**src/rtl/mmio_io_hub_pkg.sv**
```systemverilog
// mmio_io_hub_pkg: register map offsets, STATUS/CTRL bit positions and default hub base address
//   Used by mmio_io_hub and io_key_fifo; no ports.
package mmio_io_hub_pkg;
    localparam logic [31:0] HUB_BASE_DEFAULT = 32'hFFFF_FC00;
    localparam logic [7:0]  OFF_STATUS = 8'h00;
    localparam logic [7:0]  OFF_KEY    = 8'h04;
    localparam logic [7:0]  OFF_CTRL   = 8'h08;
    localparam logic [7:0]  OFF_IN     = 8'h10;
    localparam logic [7:0]  OFF_OUT    = 8'h20;
    localparam int ST_CONF     = 0;
    localparam int ST_NONEMPTY = 1;
    localparam int ST_FULL     = 2;
    localparam int ST_OVF      = 3;
    localparam int ST_COUNT    = 8;
    localparam int CTRL_CLR_CONF = 0;
    localparam int CTRL_CLR_OVF  = 1;
    localparam int CTRL_FLUSH    = 2;
    function automatic logic [7:0] port_off(input logic [7:0] base, input int i);
        return base + 8'(4 * i);
    endfunction
endpackage

```
**src/rtl/io_key_fifo.sv**
```systemverilog
// io_key_fifo: key-code FIFO with push, pop, flush, head, count and full/empty flags
//   clk, rstn      clock, async active-low reset
//   push, din      enqueue din (dropped when full unless popping in the same cycle)
//   pop            dequeue head (ignored when empty)
//   flush          empties the FIFO, overrides push and pop
//   head           oldest entry (meaningless when empty)
//   count          occupancy, 0..DEPTH
//   full, empty    occupancy flags
module io_key_fifo
    import mmio_io_hub_pkg::*;
#(
    parameter int W     = 4,
    parameter int DEPTH = 8
) (
    input  logic                     clk,
    input  logic                     rstn,
    input  logic                     push,
    input  logic                     pop,
    input  logic                     flush,
    input  logic [W-1:0]             din,
    output logic [W-1:0]             head,
    output logic [$clog2(DEPTH):0]   count,
    output logic                     full,
    output logic                     empty
);
    localparam int AW = $clog2(DEPTH);
    localparam int CW = AW + 1;
    logic [W-1:0]  mem [DEPTH];
    logic [AW-1:0] wptr, rptr;
    logic          do_push, do_pop;
    assign empty   = count == '0;
    assign full    = count == CW'(DEPTH);
    assign head    = mem[rptr];
    assign do_pop  = pop & ~empty;
    // a pop frees the slot the simultaneous push needs
    assign do_push = push & (~full | do_pop);
    always_ff @(posedge clk or negedge rstn) begin
        if (!rstn) begin
            wptr  <= '0;
            rptr  <= '0;
            count <= '0;
        end else if (flush) begin
            wptr  <= '0;
            rptr  <= '0;
            count <= '0;
        end else begin
            if (do_push) wptr <= wptr + 1'b1;
            if (do_pop) rptr <= rptr + 1'b1;
            count <= count + CW'(do_push) - CW'(do_pop);
        end
    end
    always_ff @(posedge clk) begin
        if (do_push && !flush) mem[wptr] <= din;
    end
endmodule

```
**src/rtl/mmio_io_hub.sv**
```systemverilog
// mmio_io_hub: memory-mapped I/O hub with input ports, output registers, key FIFO and confirm flag
//   clk, rstn          clock, async active-low reset
//   io_read, io_write  core I/O load / store this cycle
//   addr, wdata        byte address and store data
//   rdata              combinational load data (0 when not reading or on a miss)
//   in_data            N_IN input ports, IN_W bits each
//   conf_btn           debounced confirm button level
//   key_valid, key_code new key pulse and code
//   out_data           N_OUT output registers, OUT_W bits each
//   out_strobe         per-port pulse the cycle after a write
//   key_ovf            sticky FIFO overflow flag
module mmio_io_hub
    import mmio_io_hub_pkg::*;
#(
    parameter logic [31:0] BASE_ADDR  = HUB_BASE_DEFAULT,
    parameter int          N_IN       = 2,
    parameter int          IN_W       = 16,
    parameter int          N_OUT      = 2,
    parameter int          OUT_W      = 32,
    parameter int          KEY_W      = 4,
    parameter int          FIFO_DEPTH = 8
) (
    input  logic                   clk,
    input  logic                   rstn,
    input  logic                   io_read,
    input  logic                   io_write,
    input  logic [31:0]            addr,
    input  logic [31:0]            wdata,
    output logic [31:0]            rdata,
    input  logic [N_IN*IN_W-1:0]   in_data,
    input  logic                   conf_btn,
    input  logic                   key_valid,
    input  logic [KEY_W-1:0]       key_code,
    output logic [N_OUT*OUT_W-1:0] out_data,
    output logic [N_OUT-1:0]       out_strobe,
    output logic                   key_ovf
);
    localparam int CW = $clog2(FIFO_DEPTH) + 1;
    logic [7:0]       off;
    logic             hit, rd, wr, key_rd, ctrl_wr, flush, ovf_set;
    logic             conf_prev, conf_pending;
    logic [KEY_W-1:0] head;
    logic [CW-1:0]    count;
    logic             full, empty;
    logic [N_OUT-1:0] out_wr;
    logic [31:0]      status;
    assign off     = addr[7:0];
    assign hit     = addr[31:8] == BASE_ADDR[31:8];
    assign rd      = io_read & hit;
    assign wr      = io_write & hit;
    // a read that coincides with a write must not pop
    assign key_rd  = rd & ~io_write & (off == OFF_KEY);
    assign ctrl_wr = wr & (off == OFF_CTRL);
    assign flush   = ctrl_wr & wdata[CTRL_FLUSH];
    assign ovf_set = key_valid & full & ~key_rd & ~flush;
    io_key_fifo #(.W(KEY_W), .DEPTH(FIFO_DEPTH)) u_fifo (
        .clk  (clk),
        .rstn (rstn),
        .push (key_valid),
        .pop  (key_rd),
        .flush(flush),
        .din  (key_code),
        .head (head),
        .count(count),
        .full (full),
        .empty(empty)
    );
    genvar i;
    generate
        for (i = 0; i < N_OUT; i++) begin : g_wr
            assign out_wr[i] = wr & (off == port_off(OFF_OUT, i));
        end
    endgenerate
    always_comb begin
        status                  = '0;
        status[ST_CONF]         = conf_pending;
        status[ST_NONEMPTY]     = ~empty;
        status[ST_FULL]         = full;
        status[ST_OVF]          = key_ovf;
        status[ST_COUNT +: CW]  = count;
    end
    always_comb begin
        rdata = '0;
        if (rd) begin
            if (off == OFF_STATUS) rdata = status;
            if (off == OFF_KEY && !empty) rdata = 32'(head);
            for (int j = 0; j < N_IN; j++)
                if (off == port_off(OFF_IN, j)) rdata = 32'(in_data[j*IN_W +: IN_W]);
            for (int j = 0; j < N_OUT; j++)
                if (off == port_off(OFF_OUT, j)) rdata = 32'(out_data[j*OUT_W +: OUT_W]);
        end
    end
    // set beats clear for both sticky flags
    always_ff @(posedge clk or negedge rstn) begin
        if (!rstn) begin
            conf_prev    <= 1'b0;
            conf_pending <= 1'b0;
            key_ovf      <= 1'b0;
            out_strobe   <= '0;
            out_data     <= '0;
        end else begin
            conf_prev    <= conf_btn;
            conf_pending <= (conf_btn & ~conf_prev) | (conf_pending & ~(ctrl_wr & wdata[CTRL_CLR_CONF]));
            key_ovf      <= ovf_set | (key_ovf & ~(ctrl_wr & wdata[CTRL_CLR_OVF]));
            out_strobe   <= out_wr;
            for (int j = 0; j < N_OUT; j++)
                if (out_wr[j]) out_data[j*OUT_W +: OUT_W] <= wdata[OUT_W-1:0];
        end
    end
endmodule

```
**config.mk**
```make
export PLATFORM = sky130hd
export DESIGN_NAME = mmio_io_hub
export DESIGN_NICKNAME = d
export VERILOG_FILES = /design/src/rtl/mmio_io_hub_pkg.sv /design/src/rtl/io_key_fifo.sv /design/src/rtl/mmio_io_hub.sv
export SDC_FILE = /design/constraint.sdc
export NUM_CORES = 1
export LEC_CHECK = 0
export ABC_AREA = 1
export CAP_MARGIN = 20
export CORE_AREA = 2 2 163 133
export DETAILED_ROUTE_END_ITERATION = 8
export DIE_AREA = 0 0 165 135
export PLACE_DENSITY_LB_ADDON = 0.3
export SYNTH_ARGS = -nofsm -noshare
export SYNTH_HDL_FRONTEND = slang
export SYNTH_SLANG_ARGS = --single-unit
export TNS_END_PERCENT = 50
```
**constraint.sdc**
```tcl
create_clock -name clk -period 2.27 [get_ports clk]
set_input_delay 0.227 -clock clk [delete_from_list [all_inputs] [get_ports clk]]
set_output_delay 0.227 -clock clk [all_outputs]
set_load 0.02 [all_outputs]
```
==> impl_metrics.py, run 1 <==
metrics = {
    "place": {
        "place_ws_ps": -483,
        "finalWeightedCongestion": 0.829,
        "dp_hpwl_mm": 14.4,
        "port_buffers": 204,
    },
    "layout": {
        "nets": 1042,
        "num_antenna_cells": 0,
        "area_delta_synth_final_pct": 49.3,
        "drive_gt1_frac": 0.256,
    },
    "worst_setup_path": {
        "r2r-start": "u_fifo.count[3]",
        "crit_type": "reg2reg",
        "critical_path.max_fanout": 2,
        "arrival_ps": 2500,
        "start_kind": "flip-flop",
        "cp-end-kind": "flip-flop",
        "critPathLaunch": "u_fifo.count[3]",
        "crit_required_ps": 2510,
    },
    "clock_tree": {
        "clock_latency_ps": 360,
        "clockRootBuffer": "clkbuf_16",
        "cts_tree": "done",
        "cts_max_level": 3,
        "cts_buffers": 9,
        "cts_buffer_depth": 2,
        "cts.sinks": 111,
        "clk_pin_slew_ps": 80,
    },
    "detailed_routing": {
        "viasPerCell": 4.47,
        "ant_nets": 0,
        "wl_per_cell_um": 15.4,
        "wl_mm": 18.6,
        "drt-pass1-iter-count": 4,
        "drc": 0,
        "dr.first_iter.drc_count": 265,
        "vias": 5368,
    },
    "sta": {
        "min_period_ps": 2260,
        "rsz0062_at_grt": "true",
        "slew_viol_final": 0,
        "worstMarginPinSlew_ps": 557,
        "fin_ws_ps": 12.2,
        "fin_setup_tns_ps": 0,
        "hold_viol": 0,
        "fmaxAchievable_mhz": 443,
        "finalCritPeriodShare": 0.995,
        "slew-limit-headroom": 0.629,
        "finalSetupViolations": 0,
        "skew_ps": 7.86,
    },
    "floorplan": {
        "die_x_um": 165,
        "die_y_um": 135,
        "row_count": 47,
        "die_area_mm2": 0.0223,
        "core_area_mm2": 0.0205,
        "io_pins": 205,
        "start_util": 0.297,
    },
    "yosys": {
        "synth_edf_count": 32,
        "synth_flop_cell": "dfrtp_1",
        "ys_top_cells_by_area": "dfrtp_1, edfxtp_1, nand2_1, o21ai_2, nand3_1",
        "ys_types": 35,
        "postSynthCellCount": 687,
        "ys_ff_latch": 111,
        "yosysWarnings": 0,
        "yosys.area.top_type": "dfrtp_1",
        "ys_seq_area_frac": 0.482,
        "synth_top_area_frac": 0.324,
        "netlist_area_mm2": 0.00610,
        "syn_area_per_cell_um2": 8.87,
        "synth_async_sr_flop_share": 0.712,
        "syn_nets": 801,
    },
    "global_routing": {
        "grt_pass1_vias": 5240,
        "antenna_found_initial": 0,
        "grt_overflow": 0,
        "grt.total_usage": 0.168,
        "grt_max_degree": 43,
        "grt_first_pass_wirelength_mm": 28.9,
    },
    "pwr": {
        "power_uw": 4970,
        "p_leak_uw": 0.00392,
        "power.density_mw_per_mm2": 546,
        "vdd_drop_max_uv": 381,
    },
    "outcome": {
        "outcome": "completed",
    },
    "min_path": {
        "holdCritPathClass": "in2reg",
        "min_from": "conf_btn",
    },
    "flow_run": {
        "drv_cap": 0,
    },
}
worst max-delay path, cell delays in order (launching register included):
cell	delay, ps
dfrtp_1	350
inv_1	50
ha_2	190
nand3_4	80
inv_4	40
nor3_4	240
buf_6	140
nand3_4	70
nor2_4	130
inv_2	40
nand2_1	50
ha_2	180
inv_2	40
fa_2	520
nor2_2	40
final timing paths:
| path | to | slack (ps) | cells after the start |
|---|---|---|---|
| setup / recovery | u_fifo.count[1] | 10 | 14 |
| hold / removal | conf_prev | 360 | 1 |
| setup reg to reg | u_fifo.count[1] | 10 | 14 |
| hold reg to reg | conf_pending | 450 | 1 |
| max in group asynchronous | out_data[41] | 1260 | 3 |
| min in group asynchronous | out_data[13] | 410 | 2 |
per-layer routing:
metal	routed length [um]	GRT usage	vias up
li1	-	-	2729
met5	0	0	-
met3	1080	0.0430	17
met4	286	0.0440	0
met2	8530	0.255	143
met1	8680	0.240	2479
area by class of cell:
class                   count  area, um^2
repair buffers            261        2530
clock buffers              10         229
flip-flops and latches    111        2940
inverters                  70         268
well taps                 269         337
fillers                  2013       11400
multi-input cells         475        2730
clock inverters             6        62.6
metrics by stage:
step | hold slack [ps] | cell area (um^2) | utilization | cells
after floorplan | -68.6 | 6100 | - | 687
after global placement | 268 | 8750 | 0.426 | 1180
after detailed placement | 265 | 8750 | 0.426 | 1180
after CTS | 355 | 9010 | 0.439 | 1198
after global routing | 362 | 9100 | 0.443 | 1202
final | 359 | 9100 | 0.443 | 1202
sequential cells by signal, indices dropped and copies added (netlist names):
| register | count |
|---|---|
| conf_pending | 1 |
| conf_prev | 1 |
| key_ovf | 1 |
| out_data | 64 |
| out_strobe | 2 |
| u_fifo.count | 4 |
| u_fifo.mem | 32 |
| u_fifo.rptr | 3 |
| u_fifo.wptr | 3 |
power by group:
part	switching, uW	internal, uW	total (uW)	leakage, uW
clock	808	778	1590	0.000143
sequential	92.4	2220	2310	0.00136
combinational	543	529	1070	0.00242
total	1440	3520	4970	0.00392
cell usage after synthesis (10+ instances only):
library cell  count
inv_2            10
nand3_1          51
nand4_1          11
edfxtp_1         32
o21ai_2          64
nand2_1         213
nor2_1           30
dfrtp_1          79
buf_6            15
inv_1            58
nor2_2           12
o21ai_0          13
a21oi_1          33
cells in the final DEF (no fill, tap or decap), types with 12 or more instances in the layout:
master	netlist	layout
buf_2	9	13
buf_12	0	12
nor2_1	30	25
nor2_2	12	15
dfrtp_1	79	79
buf_4	2	58
inv_1	58	56
clkdlybuf4s50_1	0	167
a21oi_1	33	30
o21ai_2	64	64
edfxtp_1	32	32
nand3_1	51	50
nand2_1	213	210
kinds of logic (layout without fill, tap and decap cells):
group           after synthesis  in the layout  share of synthesized area
compound gates              117            117                      0.145
xor+xnor                      4              4                    0.00575
fa+ha+maj                     8              8                     0.0176
buf+inv                     101            347                     0.0860
flops                       111            111                      0.482
simple gates                346            346                      0.264
timing repair:
item	4_1_cts	5_1_grt
endpoints found under the hold margin	40	0
hold buffers	1	0
pin swaps	9	25
resized for setup	116	71
endpoints found under the setup margin	34	35
setup buffers	1	4
Note: power is estimated with default switching activity, not from simulation.
==> run 2, diff against run 1 <==
CORE_AREA = 2 2 138 113   (was 2 2 163 133)
DIE_AREA = 0 0 140 115   (was 0 0 165 135)
==> impl_metrics.py, run 2 (same netlist as run 1, synthesis figures left out) <==
metrics = {
    "worst_setup_path": {
        "crit_required_ps": 2510,
        "arrival_ps": 2520,
        "critical_path.max_fanout": 3,
        "crit_type": "reg2reg",
        "path_cells": "inv_2 > ha_4 > nand3_4 > inv_2 > nor3_4 > nand3_2 > nor2_4 > inv_2 > nand2_1 > ha_2 > inv_1 > fa_2 > nor2_1",
        "critPathLaunch": "u_fifo.count[2]",
        "start_kind": "flip-flop",
        "slowest_stage": "fa_2",
        "r2r-start": "u_fifo.count[2]",
        "r2r_cells": 13,
        "cp-end-kind": "flip-flop",
        "r2r-end": "u_fifo.count[1]",
        "path_common_cell": "inv_2",
        "r2r_slack_ps": -10,
        "crit_path_end": "u_fifo.count[1]",
        "cp_slowest_stage_delay_ps": 520,
    },
    "place": {
        "dpl_cell_area_mm2": 0.00867,
        "dp_hpwl_mm": 13.6,
        "port_buffers": 204,
        "finalWeightedCongestion": 0.874,
    },
    "pwr": {
        "p_leak_uw": 0.00392,
        "power.density_mw_per_mm2": 567,
        "power_uw": 5100,
        "power_frac_seq": 0.457,
        "switching_share": 0.274,
        "combPwrFrac": 0.212,
        "power_frac_clock": 0.332,
        "p_sw_uw": 1400,
        "vdd_drop_max_uv": 366,
        "p_int_uw": 3700,
    },
    "sta": {
        "worstMarginPinSlew_ps": 768,
        "slew_viol_final": 0,
        "finalSetupViolations": 1,
        "hold_viol": 0,
        "fmaxAchievable_mhz": 438,
        "slew-limit-headroom": 0.488,
        "rsz0062_at_grt": "true",
        "skew_ps": 4.86,
        "fin_ws_ps": -11.9,
        "min_period_ps": 2280,
        "finalCritPeriodShare": 1.01,
    },
    "clock_tree": {
        "cts_buffers": 9,
        "clk_pin_slew_ps": 70,
        "clockRootBuffer": "clkbuf_16",
        "cts_tree": "done",
        "clock_latency_ps": 350,
        "cts_buffer_depth": 2,
        "cts_max_level": 3,
        "cts.sinks": 111,
    },
    "detailed_routing": {
        "drc": 14,
        "viasPerCell": 4.89,
        "wl_per_cell_um": 15.6,
        "ant_nets": 0,
        "wl_mm": 17.6,
        "drt-pass1-iter-count": 9,
        "dr.first_iter.drc_count": 397,
        "vias": 5533,
    },
    "floorplan": {
        "die_y_um": 115,
        "row_count": 40,
        "io_pins": 205,
        "die_area_mm2": 0.0161,
        "die_x_um": 140,
        "start_util": 0.413,
        "core_area_mm2": 0.0148,
    },
    "min_path": {
        "holdPathStages": 1,
        "holdCritPathClass": "reg2reg",
        "min_from": "conf_prev",
    },
    "global_routing": {
        "antenna_found_initial": 0,
        "grt_overflow": 0,
        "grt_pass1_vias": 5218,
        "grt.total_usage": 0.224,
        "grt_max_degree": 65,
        "grt_first_pass_wirelength_mm": 28.1,
    },
    "layout": {
        "largest-register": "out_data",
        "num_antenna_cells": 0,
        "final_common_cell": "nand2_1",
        "area_delta_synth_final_pct": 47.6,
        "layout_common_cells": "nand2_1, clkdlybuf4s50_1, dfrtp_1",
        "largest_reg_flops": 64,
        "nets": 1051,
        "top_regs": "out_data: 64 flops, u_fifo.mem: 32 flops, u_fifo.count: 4 flops",
        "utilization": 0.609,
        "finalInstanceArea_mm2": 0.00900,
        "drive_gt1_frac": 0.260,
    },
    "outcome": {
        "violations": "design-rule violations, negative setup slack",
        "outcome": "finished with violations",
    },
    "flow_run": {
        "drv_cap": 0,
    },
}
-- run 2: power groups by stage --
stage               clock network (uW)  registers (uW)  logic [uW]
detailed placement                   0            2360         991
global placement                     0            2360         975
global route                      1820            2340        1190
floorplan                            0            2340         521
CTS                               1730            2320        1000
finish                            1690            2330        1080
-- run 2: worst min path at each step --
stage | to | slack, ps
finish | conf_pending | 430
global placement | out_data[27] | 330
floorplan | conf_pending | -70
CTS | conf_prev | 420
detailed placement | out_data[27] | 330
global route | conf_prev | 430
-- run 2: layout make-up --
cell class / instances / area [um^2]
Clock buffer: 10 / 250
Clock inverter: 6 / 72.6
Fill cell: 1314 / 5770
Inverter: 70 / 268
Multi-Input combinational cell: 475 / 2710
Sequential cell: 111 / 2940
Tap cell: 189 / 236
Timing Repair Buffer: 270 / 2520
-- run 2: through the flow --
step                      setup TNS, ps  hold slack [ps]  cells  worst slack [ps]
after detailed placement         -17940              327   1110              -452
after floorplan                       0            -68.6    687              23.6
final                             -11.9              430   1131             -11.9
after global placement           -16740              329   1110              -411
after CTS                         -45.7              415   1128             -30.5
after global routing               -740              426   1131              -114
-- run 2: critical path: cells and delay by family, from the launching register on --
kind | cells | cell delay (ps)
buf+inv | 4 | 200
simple gates | 6 | 720
fa+ha+maj | 3 | 860
flops | 1 | 380
-- run 2: timing repair --
action / 4_1_cts / 5_1_grt
endpoints found under the setup margin: 35 / 35
setup buffers: 1 / 3
gates resized for setup: 114 / 46
endpoints found under the hold margin: 56 / 0
pin swaps: 11 / 6
hold buffers: 1 / 0
-- run 2: metal layers --
layer | vias to the layer above | share of wire | track usage
met5 | - | 0 | 0
met4 | 0 | 0.014 | 0.0485
met3 | 18 | 0.073 | 0.0666
li1 | 2742 | - | -
met2 | 185 | 0.46 | 0.358
met1 | 2588 | 0.45 | 0.306
==> run 3, diff against run 2 <==
ABC_AREA = default   (was 1)
CORE_AREA = 2 2 133 109   (was 2 2 138 113)
CTS_BUF_LIST = sky130_fd_sc_hd__clkbuf_16   (was default)
DIE_AREA = 0 0 135 111   (was 0 0 140 115)
==> impl_metrics.py, run 3 <==
metrics = {
    "sta": {
        "rsz0062_at_grt": "true",
        "skew_ps": 6.23,
        "finalSetupViolations": 4,
        "fin_setup_tns_ps": -610,
        "fin_ws_ps": -207,
        "fmaxAchievable_mhz": 404,
        "hold_viol": 0,
        "worstMarginPinSlew_ps": 550,
        "slew_viol_final": 0,
        "finalCritPeriodShare": 1.09,
        "min_period_ps": 2480,
        "slew-limit-headroom": 0.633,
    },
    "yosys": {
        "synth_async_sr_flop_share": 0.712,
        "synth_top_area_frac": 0.366,
        "syn_area_per_cell_um2": 12.6,
        "syn_nets": 544,
        "yosys.area.top_type": "dfrtp_1",
        "ys_top_cells_by_area": "dfrtp_1, edfxtp_1, mux2_2, a22oi_1, mux4_2",
        "yosysMostFrequentCell": "dfrtp_1",
        "yosysWarnings": 0,
        "synth_flop_cell": "dfrtp_1",
        "synth_edf_count": 32,
        "synthTopCellsByCount": "dfrtp_1, mux2_2, nor2_1",
        "ys_ff_latch": 111,
        "ys_seq_area_frac": 0.543,
        "postSynthCellCount": 430,
        "netlist_area_mm2": 0.00541,
        "ys_types": 54,
    },
    "layout": {
        "largest-register": "out_data",
        "final_common_cell": "clkdlybuf4s50_1",
        "largest_reg_flops": 64,
        "area_delta_synth_final_pct": 64.4,
        "drive_gt1_frac": 0.358,
        "top_regs": "out_data: 64 flops, u_fifo.mem: 32 flops, u_fifo.count: 4 flops",
        "num_antenna_cells": 0,
        "layout_common_cells": "clkdlybuf4s50_1, buf_4, dfrtp_1",
        "nets": 832,
    },
    "worst_setup_path": {
        "r2r_cells": 9,
        "crit_required_ps": 2040,
        "arrival_ps": 2250,
        "crit_type": "reg2out",
        "critical_path.max_fanout": 3,
        "cp-end-kind": "output port",
        "start_kind": "flip-flop",
    },
    "floorplan": {
        "core_area_mm2": 0.0139,
        "io_pins": 205,
        "row_count": 39,
        "start_util": 0.390,
        "die_area_mm2": 0.0150,
        "die_y_um": 111,
        "die_x_um": 135,
    },
    "detailed_routing": {
        "wl_per_cell_um": 19.8,
        "wl_mm": 17.9,
        "wl_met2_mm": 9.09,
        "viasPerCell": 5.27,
        "dr.max_layer_used": "met4",
        "ant_nets": 0,
        "vias": 4782,
        "dr_wl_met3_mm": 1.12,
        "drt-pass1-iter-count": 7,
        "drc": 0,
        "dr.first_iter.drc_count": 275,
        "wl_met1_mm": 7.36,
    },
    "min_path": {
        "holdCritPathClass": "in2reg",
        "holdPathStages": 1,
    },
    "clock_tree": {
        "cts_max_level": 3,
        "clockRootBuffer": "clkbuf_16",
        "cts_buffers": 9,
        "cts.sinks": 111,
        "cts_tree": "done",
        "clock_latency_ps": 350,
        "clk_pin_slew_ps": 70,
        "cts_buffer_depth": 2,
    },
    "flow_run": {
        "drv_cap": 0,
    },
    "global_routing": {
        "grt_max_degree": 42,
        "grt_pass1_vias": 5049,
        "grt_first_pass_wirelength_mm": 27.8,
        "grt_overflow": 0,
        "antenna_found_initial": 0,
        "grt.total_usage": 0.244,
    },
    "pwr": {
        "vdd_drop_max_uv": 462,
        "p_leak_uw": 0.00378,
        "power.density_mw_per_mm2": 579,
        "power_uw": 5150,
    },
    "place": {
        "port_buffers": 204,
        "dp_hpwl_mm": 12.8,
        "finalWeightedCongestion": 0.837,
    },
    "outcome": {
        "outcome": "finished with violations",
        "violations": "negative setup slack",
    },
}
## run 3: cell types whose count changed in the layout (fill, tap and decap cells not counted), sizes merged, moves of 35 or more
cell / previous run / this run
nand2: 220 / 15
o21ai: 79 / 3
mux2: 0 / 67
inv: 71 / 14
nand3: 57 / 7
a22oi: 0 / 38
buf: 95 / 130
## run 3: repair_timing
| action | in CTS | in global routing |
|---|---|---|
| cloned | 5 | 0 |
| resized for setup | 184 | 28 |
| endpoints found under the hold margin | 38 | 0 |
| buffers inserted | 17 | 2 |
| pin swaps | 16 | 13 |
| endpoints found under the setup margin | 68 | 39 |
| hold buffers | 1 | 0 |
## run 3: critical path, stage by stage (launching register included)
cell and delay, ps:
dfrtp_2 410, mux4_2 520, mux2_2 300, a222oi_1 370, nor3_1 110, buf_2 180
## run 3: kinds of logic after synthesis
family | share of synthesized area
xor+xnor | 0.00648
buf+inv | 0.0261
fa+ha+maj | 0.0199
simple gates | 0.103
compound gates | 0.110
mux | 0.191
flops | 0.543
## run 3: through the flow
stage | std cells | instance area (um^2) | util | hold slack, ps | worst slack [ps]
after floorplan | 430 | 5450 | - | -68.6 | -269
after global placement | 867 | 8240 | 0.594 | 230 | -800
after detailed placement | 867 | 8240 | 0.594 | 236 | -846
after CTS | 906 | 8820 | 0.637 | 337 | -211
after global routing | 907 | 8890 | 0.642 | 362 | -272
final | 907 | 8890 | 0.642 | 371 | -207
## run 3: final timing paths
kind / from / to / slack, ps
worst min register to register: conf_prev / conf_pending / 450
max in group asynchronous: rstn / u_fifo.rptr[1] / 1250
min in group asynchronous: rstn / out_data[51] / 390
worst max register to register: u_fifo.count[2] / u_fifo.count[1] / -10
worst max-delay path: u_fifo.rptr[1] / rdata[3] / -210
worst min-delay path: conf_btn / conf_prev / 370
## run 3: metal layers
metal / GRT usage / up-vias
li1: - / 2206
met1: 0.303 / 2395
met2: 0.425 / 160
met3: 0.0572 / 21
met4: 0.0667 / 0
met5: 0 / -
## run 3: area by class of cell
class	count	area (um^2)
clock inverters	7	78.8
clock buffers	9	225
flip-flops and latches	111	2940
inverters	11	41.3
multi-input cells	285	2480
well taps	184	230
repair buffers	300	2890
fillers	1063	4970
## run 3: report_power, final
part / total (uW) / switching, uW / internal [uW]
Combinational: 1190 / 550 / 637
Clock: 1620 / 749 / 870
Sequential: 2340 / 118 / 2230
Total: 5150 / 1420 / 3730
